<file path="src/rtl/regfile_sb.sv">
// Register file with two combinational read ports, one synchronous write port and a per-entry pending scoreboard.
// Latency: reads and busy flags are combinational (optional same-cycle write bypass); writes, pending bits and pend_cnt update at the clock edge.
// Backpressure: none; busy1/busy2 flag in-flight writes so the controller can stall on read-after-write hazards.
module regfile_sb #(
    parameter int WIDTH    = 32,
    parameter int AW       = 5,
    parameter int ZERO_REG = 1,
    parameter int BYPASS   = 1
) (
    input  logic             clk,
    input  logic             reset,
    input  logic             we3,
    input  logic [AW-1:0]    wa3,
    input  logic [WIDTH-1:0] wd3,
    input  logic [AW-1:0]    ra1,
    input  logic [AW-1:0]    ra2,
    output logic [WIDTH-1:0] rd1,
    output logic [WIDTH-1:0] rd2,
    input  logic             issue,
    input  logic [AW-1:0]    issue_a,
    output logic             busy1,
    output logic             busy2,
    output logic [AW:0]      pend_cnt
);

    localparam int NREGS = 1 << AW;

    logic [WIDTH-1:0] r_mem [NREGS];
    logic [NREGS-1:0] r_pend;
    logic [AW:0]      r_pend_cnt;

    logic             w_wr_en;
    logic             w_iss_en;
    logic [NREGS-1:0] w_pend_nxt;
    logic [AW:0]      w_pend_pop;

    // Gating with reset keeps the bypass paths quiet while reset is held.
    assign w_wr_en  = we3   && reset && !(ZERO_REG != 0 && wa3 == '0);
    assign w_iss_en = issue && reset && !(ZERO_REG != 0 && issue_a == '0);

    // Clear before set: a same-edge issue to the written entry leaves it pending.
    always_comb begin
        w_pend_nxt = r_pend;
        if (w_wr_en) begin
            w_pend_nxt[wa3] = 1'b0;
        end
        if (w_iss_en) begin
            w_pend_nxt[issue_a] = 1'b1;
        end
        w_pend_pop = '0;
        for (int i = 0; i < NREGS; i++) begin
            w_pend_pop = w_pend_pop + {{AW{1'b0}}, w_pend_nxt[i]};
        end
    end

    always_ff @(posedge clk or negedge reset) begin
        if (!reset) begin
            for (int i = 0; i < NREGS; i++) begin
                r_mem[i] <= '0;
            end
            r_pend     <= '0;
            r_pend_cnt <= '0;
        end else begin
            if (w_wr_en) begin
                r_mem[wa3] <= wd3;
            end
            r_pend     <= w_pend_nxt;
            r_pend_cnt <= w_pend_pop;
        end
    end

    function automatic logic [WIDTH-1:0] read_port(input logic [AW-1:0] ra);
        if (!reset || (ZERO_REG != 0 && ra == '0)) begin
            return '0;
        end
        if (BYPASS != 0 && w_wr_en && wa3 == ra) begin
            return wd3;
        end
        return r_mem[ra];
    endfunction

    // A bypassed write resolves the hazard unless a new issue re-claims the entry.
    function automatic logic busy_port(input logic [AW-1:0] ra);
        if (!reset) begin
            return 1'b0;
        end
        if (BYPASS != 0 && w_wr_en && wa3 == ra && !(w_iss_en && issue_a == ra)) begin
            return 1'b0;
        end
        return r_pend[ra];
    endfunction

    always_comb begin
        rd1   = read_port(ra1);
        rd2   = read_port(ra2);
        busy1 = busy_port(ra1);
        busy2 = busy_port(ra2);
    end

    assign pend_cnt = r_pend_cnt;

endmodule

</file>
<file path="config.mk">
export PLATFORM = sky130hd
export DESIGN_NAME = regfile_sb
export DESIGN_NICKNAME = d
export VERILOG_FILES = /design/src/rtl/regfile_sb.sv
export SDC_FILE = /design/constraint.sdc
export NUM_CORES = 2
export LEC_CHECK = 0
export ABC_AREA = 1
export CELL_PAD_IN_SITES_DETAIL_PLACEMENT = 1
export CELL_PAD_IN_SITES_GLOBAL_PLACEMENT = 2
export CORE_UTILIZATION = 36
export DETAILED_ROUTE_END_ITERATION = 8
export GPL_ROUTABILITY_DRIVEN = 0
export PLACE_DENSITY_LB_ADDON = 0.1
export SLEW_MARGIN = 25
export SYNTH_ARGS = -nofsm -noshare
export SYNTH_HDL_FRONTEND = slang
export SYNTH_SLANG_ARGS = --single-unit
</file>
<file path="constraint.sdc">
create_clock -name clk -period 6.03 [get_ports clk]
set_clock_uncertainty 0.15 [all_clocks]
set_input_delay 0.9045 -clock clk [delete_from_list [all_inputs] [get_ports clk]]
set_output_delay 0.9045 -clock clk [all_outputs]
set_load 0.01 [all_outputs]
</file>
# Word-level counts from Yosys, hierarchy flattened
# Cells that the tools add are included.
# op_classes
n_lt_le_gt_ge	10
eq_ne	4
addsub	31
n_shift	0
n_reduce_logical	24
n_mux	44
bitwise	6
div	0
n_mul	0
# op_table
operator	n
1024-bit bitwise mux	1
32-bit 2-to-1 mux	15
32-bit binary-select mux with 5-bit select	2
32-bit demux with 5-bit select	1
6-bit by 1-bit adder with 6-bit output	26
32-bit bitwise AND	1
32-bit NOT	1
32-bit OR	1
5-bit by 6-bit < comparator with 1-bit output (second input constant)	4
1-bit 2-to-1 mux	21
5-bit == test	4
5-bit zero test	4
6-bit >= comparator (second input constant)	3
5-bit NOT with 6-bit output	3
1-bit logical AND	13
1-bit binary-select mux with 5-bit select	2
1-bit demux with 5-bit select	2
5-bit by 1-bit >= comparator with 1-bit output (second input constant)	2
5-bit by 1-bit adder with 6-bit output	1
6-bit by 1-bit < comparator with 1-bit output (second input constant)	1
4-bit by 1-bit adder with 5-bit output	1
1-bit zero test	5
3-bit by 1-bit adder with 4-bit output	1
2-bit by 1-bit adder with 3-bit output	1
2 further kinds	3
# word_totals
mem_count	0
output_inout_bits	72
ramBits	0
register_bits	1062
romBits	0
latchBits	0
input_bits	56

# Longest topological paths before layout
# logic_depth
word_depth	40
ltp_mapped	29
depth_no_buf	28

# Worst setup path before layout
# OpenSTA, ideal clock, no wires.
# synth_path
kind	in2reg
start	in wa3[4]
end	reg r_pend_cnt[4], in the netlist pend_cnt[4]
slack_ns	-0.236
arrival_time_ns	6.036
cell_stages	25
path_cell_list	buf_4 > nor3_2 > nand2_1 > nand2_2 > inv_6 > nand2_4 > nor2_1 > buf_2 > o22ai_1 > inv_1 > fa_1 > inv_1 > fa_1 > inv_1 > fa_1 > fa_1 > fa_1 > fa_1 > inv_1 > ha_1 > fa_1 > a21oi_1 > nor2_1 > nor2_1 > xnor2_1
# synth_between
elab_cells_between_ends	44
cone_classes	add/sub (31); order compare (2); mux (4); bitwise (3); reduce/logical (4)
# synth_rtl
element	line_no	rtl
start: declaration	13	input logic [AW-1:0] wa3,
5-bit by 6-bit < comparator with 1-bit output (not written as such) or 5-bit by 1-bit >= comparator with 1-bit output (tied branches)	45	w_pend_nxt[wa3] = 1'b0;
1-bit logical AND (not written as such)	45	
1-bit 2-to-1 mux (not written as such)	45	
1-bit demux with 5-bit select	45	
32-bit NOT (no line)	-	
32-bit bitwise AND (no line)	-	
32-bit 2-to-1 mux (*)	44	if (w_wr_en) begin
32-bit OR (no line)	-	
32-bit 2-to-1 mux (*)	47	if (w_iss_en) begin
via w_pend_nxt[11]	34	logic [NREGS-1:0] w_pend_nxt;
6-bit by 1-bit adder with 6-bit output (*) (21 in a row)	52	w_pend_pop = w_pend_pop + {{AW{1'b0}}, w_pend_nxt[i]};
via w_pend_pop[4]	35	logic [AW:0] w_pend_pop;
end signal: assignment	68	r_pend_cnt <= w_pend_pop;
end: declaration	30	logic [AW:0] r_pend_cnt;
# Mark *: on every way through the listed nets, which the timed path passes. The rest lies on a longest branch.
# A chain may end at the register's enable or synchronous reset.

# Worst setup path after layout
# layout_path
start	in we3
end	reg r_pend_cnt[4], in the netlist pend_cnt[4]
# layout_between
elab_cells_between_ends	36
cone_classes	add/sub (31); mux (2); bitwise (1); reduce/logical (2)
# layout_rtl
element	line_no	rtl
start: declaration	12	input logic we3,
1-bit logical AND (*) (2 in a row)	38	assign w_wr_en = we3 && reset && !(ZERO_REG != 0 && wa3 == '0);
32-bit 2-to-1 mux (*)	44	
32-bit OR (no line)	-	
32-bit 2-to-1 mux (*)	47	
via w_pend_nxt[17]	34	
6-bit by 1-bit adder with 6-bit output (*) (15 in a row)	52	
via w_pend_pop[4]	35	
# Marked as above.

==> out/results.tsv <==
stage	metric	value	unit
outcome	status	finished clean	
logic_synthesis	ys_seq_area_frac	0.419	
final_layout	regArea	26600	um^2
clock_tree	htree_levels	4	
global_route	grt_start_max_net_pins	156	
worst_setup_path	crit_slowest_cell	fa_1	
logic_synthesis	ys_warn_count	0	
final_layout	final_nets	9507	
global_route	grt_pass1_wl	466000	um
logic_synthesis	synth_seq_cells	1062	
global_route	grt_antenna_before_repair	13	
timing	relSlewSlack	0.273	
worst_setup_path	path_max_fanout	5	
final_layout	area_growth	13.6	%
die	start_util	0.364	
clock_tree	cts_tree	built	
die	dieWidth	422	um
global_route	track_usage	0.354	
timing	tns	0	ps
worst_setup_path	crit_chain	clkdlybuf4s50_1 > nand4_1 > buf_4 > buf_4 > o21ai_0 > o21ai_0 > fa_1 > inv_1 > fa_1 > fa_1 > fa_2 > fa_1 > fa_1 > inv_1 > ha_2 > fa_2 > a21oi_2 > nor2_1 > nor2_1 > xnor2_1	
timing	fmax	0.172	GHz
clock_tree	cts_buffers	138	
die	core	174000	um^2
logic_synthesis	yosys.area.top_type	dfrtp_1	
drt	drtIter0Drc	5882	
clock_tree	insertion_delay	820	ps
placed_design	dpl.hpwl	182000	um
logic_synthesis	syn_nets	9687	
clock_tree	cts.root.buffer_cell	clkbuf_16	
die	top_level_ports	128	
die	die_area	178000	um^2
pwr	cellInternalPower	16.2	mW
drt	ant_nets	0	
placed_design	io_buffers	127	
worst_setup_path	worst-path-buf-inv	5	
flow_run	maxCapViolations	0	
clock_tree	post_cts_buffers	0	
logic_synthesis	synth.most_common_cell	nand2_1	
pwr	pwr-share-clk	0.338	
worst_setup_path	worst_r2r_path_depth	18	
global_route	grt-ovfl-total	0	
pwr	swShare	0.350	
worst_setup_path	cp.required	6610	ps
timing	rsz0062_at_grt	false	
clock_tree	clockBufferDepth	3	
worst_setup_path	path_class	in -> reg	
global_route	grt.busiest_layer	met2	
final_layout	num-fill-cells	22200	
worst_setup_path	crit_start	we3	
drt	viasPerCell	5.54	
worst_setup_path	r2r-end	pend_cnt[4]	
pwr	power_density	347	nW/um^2
timing	setup_violations	0	
logic_synthesis	netlist_instances	9600	
global_route	met2_usage	0.592	
timing	setup_slack	227	ps
pwr	irDropWorstVdd	0.601	mV
pwr	combPwrFrac	0.298	
pwr	leakage	34.6	nW
drt	routedWlPerCell	26.7	um
timing	holdWs	110	ps
drt	wirelength	317000	um
logic_synthesis	synth.area.top_cells	dfrtp_1 (42%), nand2_1 (20%), nand3_1 (9.2%), o21ai_0 (8.5%), inv_1 (5.6%)	
worst_setup_path	r2r_slack	800	ps
worst_setup_path	crit_top_cell	fa_1	
timing	finalCriticalPeriod	5800	ps
timing	slew_violations	0	
placed_design	pre_cts_slack	-876	ps
worst_setup_path	r2r_start	r_pend[9]	
die	dieHeight	422	um
worst_setup_path	worstSetupPathDepth	20	
global_route	grt_pass1_vias	66900	
worst_setup_path	worstPathArrival	6380	ps
die	fp-row-count	153	
logic_synthesis	synth_top_flop_cell	dfrtp_1	
logic_synthesis	synthDistinctLibCells	41	
logic_synthesis	synth_commonest_cells	nand2_1 (3449), nand3_1 (1162), o21ai_0 (1081)	
final_layout	layout-drive-gt1-share	0.0699	
drt	firstDrtPassIters	5	
timing	final-hold-violation-count	0	
timing	worst-slew-pin-transition	1090	ps
worst_hold_path	worstHoldPathType	in -> async	
global_route	use_met1	0.460	
logic_synthesis	netlist.area_leader.share	0.419	
timing	period_share	0.962	
clock_tree	clock-sinks	1062	
logic_synthesis	ys_async_sr_fraction	1.00	
final_layout	multi_input_area	30000	um^2
pwr	seqPwrFrac	0.364	
drt	post-route-drc-count	0	
drt	vias	65600	
worst_setup_path	cp_top_family	adder cells	
worst_setup_path	cp-start-kind	input port	
clock_tree	path_clk_slew	60	ps
logic_synthesis	synth_area_per_cell	6.61	um^2
global_route	grt.met3_usage	0.0459	
worst_setup_path	end_kind	flip-flop	
logic_synthesis	synth-edff-count	0	
worst_setup_path	slowest_delay	560	ps
worst_setup_path	crit_end	pend_cnt[4]	
pwr	p_switching	8.73	mW
logic_synthesis	netlist_area	63400	um^2
cells by family (layout without fill, tap and decap cells):
family,count (synthesis),in the layout,synth area share
xor+xnor,16,16,0.00221
fa+ha+maj,31,31,0.00896
flops,1062,1062,0.419
simple gates,5343,5343,0.343
buf+inv,1754,1679,0.113
compound gates,1394,1394,0.115
other cells,0,4,0
power by group through the flow:
stage	combinational (mW)	sequential (mW)	clock, mW
2_1_floorplan	4.65	9.00	0
3_3_place_gp	7.17	9.13	0
3_5_place_dp	7.37	9.17	0
4_1_cts	7.47	9.06	8.57
5_1_grt	8.49	9.21	8.81
6_report	7.45	9.08	8.44
worst min-delay path by stage:
stage                start          end  slack [ps]  cells past startpoint
2_1_floorplan  r_mem[1000]  r_mem[1000]         300                      1
3_3_place_gp   r_mem[1018]  r_mem[1018]         240                      0
3_5_place_dp   r_mem[1003]  r_mem[1003]         240                      0
4_1_cts              reset   r_mem[166]          80                      3
5_1_grt              reset   r_mem[166]         120                      3
6_report             reset    r_mem[38]         110                      3
placed cells by master, fill, tap and decap left out, drive strengths merged, types with 20 or more instances in the layout:
master / count
nand2: 3453
fa: 24
clkbuf: 216
buf: 341
nand3: 1162
dfrtp: 1062
clkdlybuf4s50: 105
clkinv: 20
a21oi: 119
inv: 979
o21ai: 1154
nor2: 677
or2: 32
o211ai: 93
metal layers:
layer  up-vias  routed length [um]
li1      29700                   -
met4         4               14300
met5         -                  27
met2      2066              149000
met1     33300              135000
met3       581               17900
metrics by stage:
stage,util,instances,total power [mW],area [um^2]
2_1_floorplan,-,9600,13.7,63500
3_3_place_gp,0.387,11600,16.3,67500
3_5_place_dp,0.387,11600,16.5,67500
4_1_cts,0.413,11900,25.1,72000
5_1_grt,0.413,11900,26.5,72000
6_report,0.413,11900,25.0,72000
final cells by class:
| type | count | share of cell area |
|---|---|---|
| Multi-Input combinational cell | 6784 | 0.417 |
| Sequential cell | 1062 | 0.369 |
| Timing Repair Buffer | 460 | 0.0601 |
| Clock buffer | 214 | 0.0577 |
| Inverter | 974 | 0.0514 |
| Tap cell | 2325 | 0.0404 |
| Clock inverter | 31 | 0.00450 |
| Antenna cell | 4 | 0.000139 |
registers in the layout, summed over array words and instances (netlist names):
| register | count |
|---|---|
| pend_cnt | 6 |
| r_mem | 1024 |
| r_pend | 32 |
worst min-delay path, cell delays in order:
cell,delay [ps]
buf_8,160
buf_4,160
buf_4,170
what timing repair did:
item                                    CTS  global route
hold endpoints to repair                  8             0
pin swaps                                 2             5
gates resized for setup                   5            16
gates cloned                              0             0
hold buffers                              1             0
endpoints found under the setup margin    1             4
No activity file was read; power rests on OpenSTA's default activity.
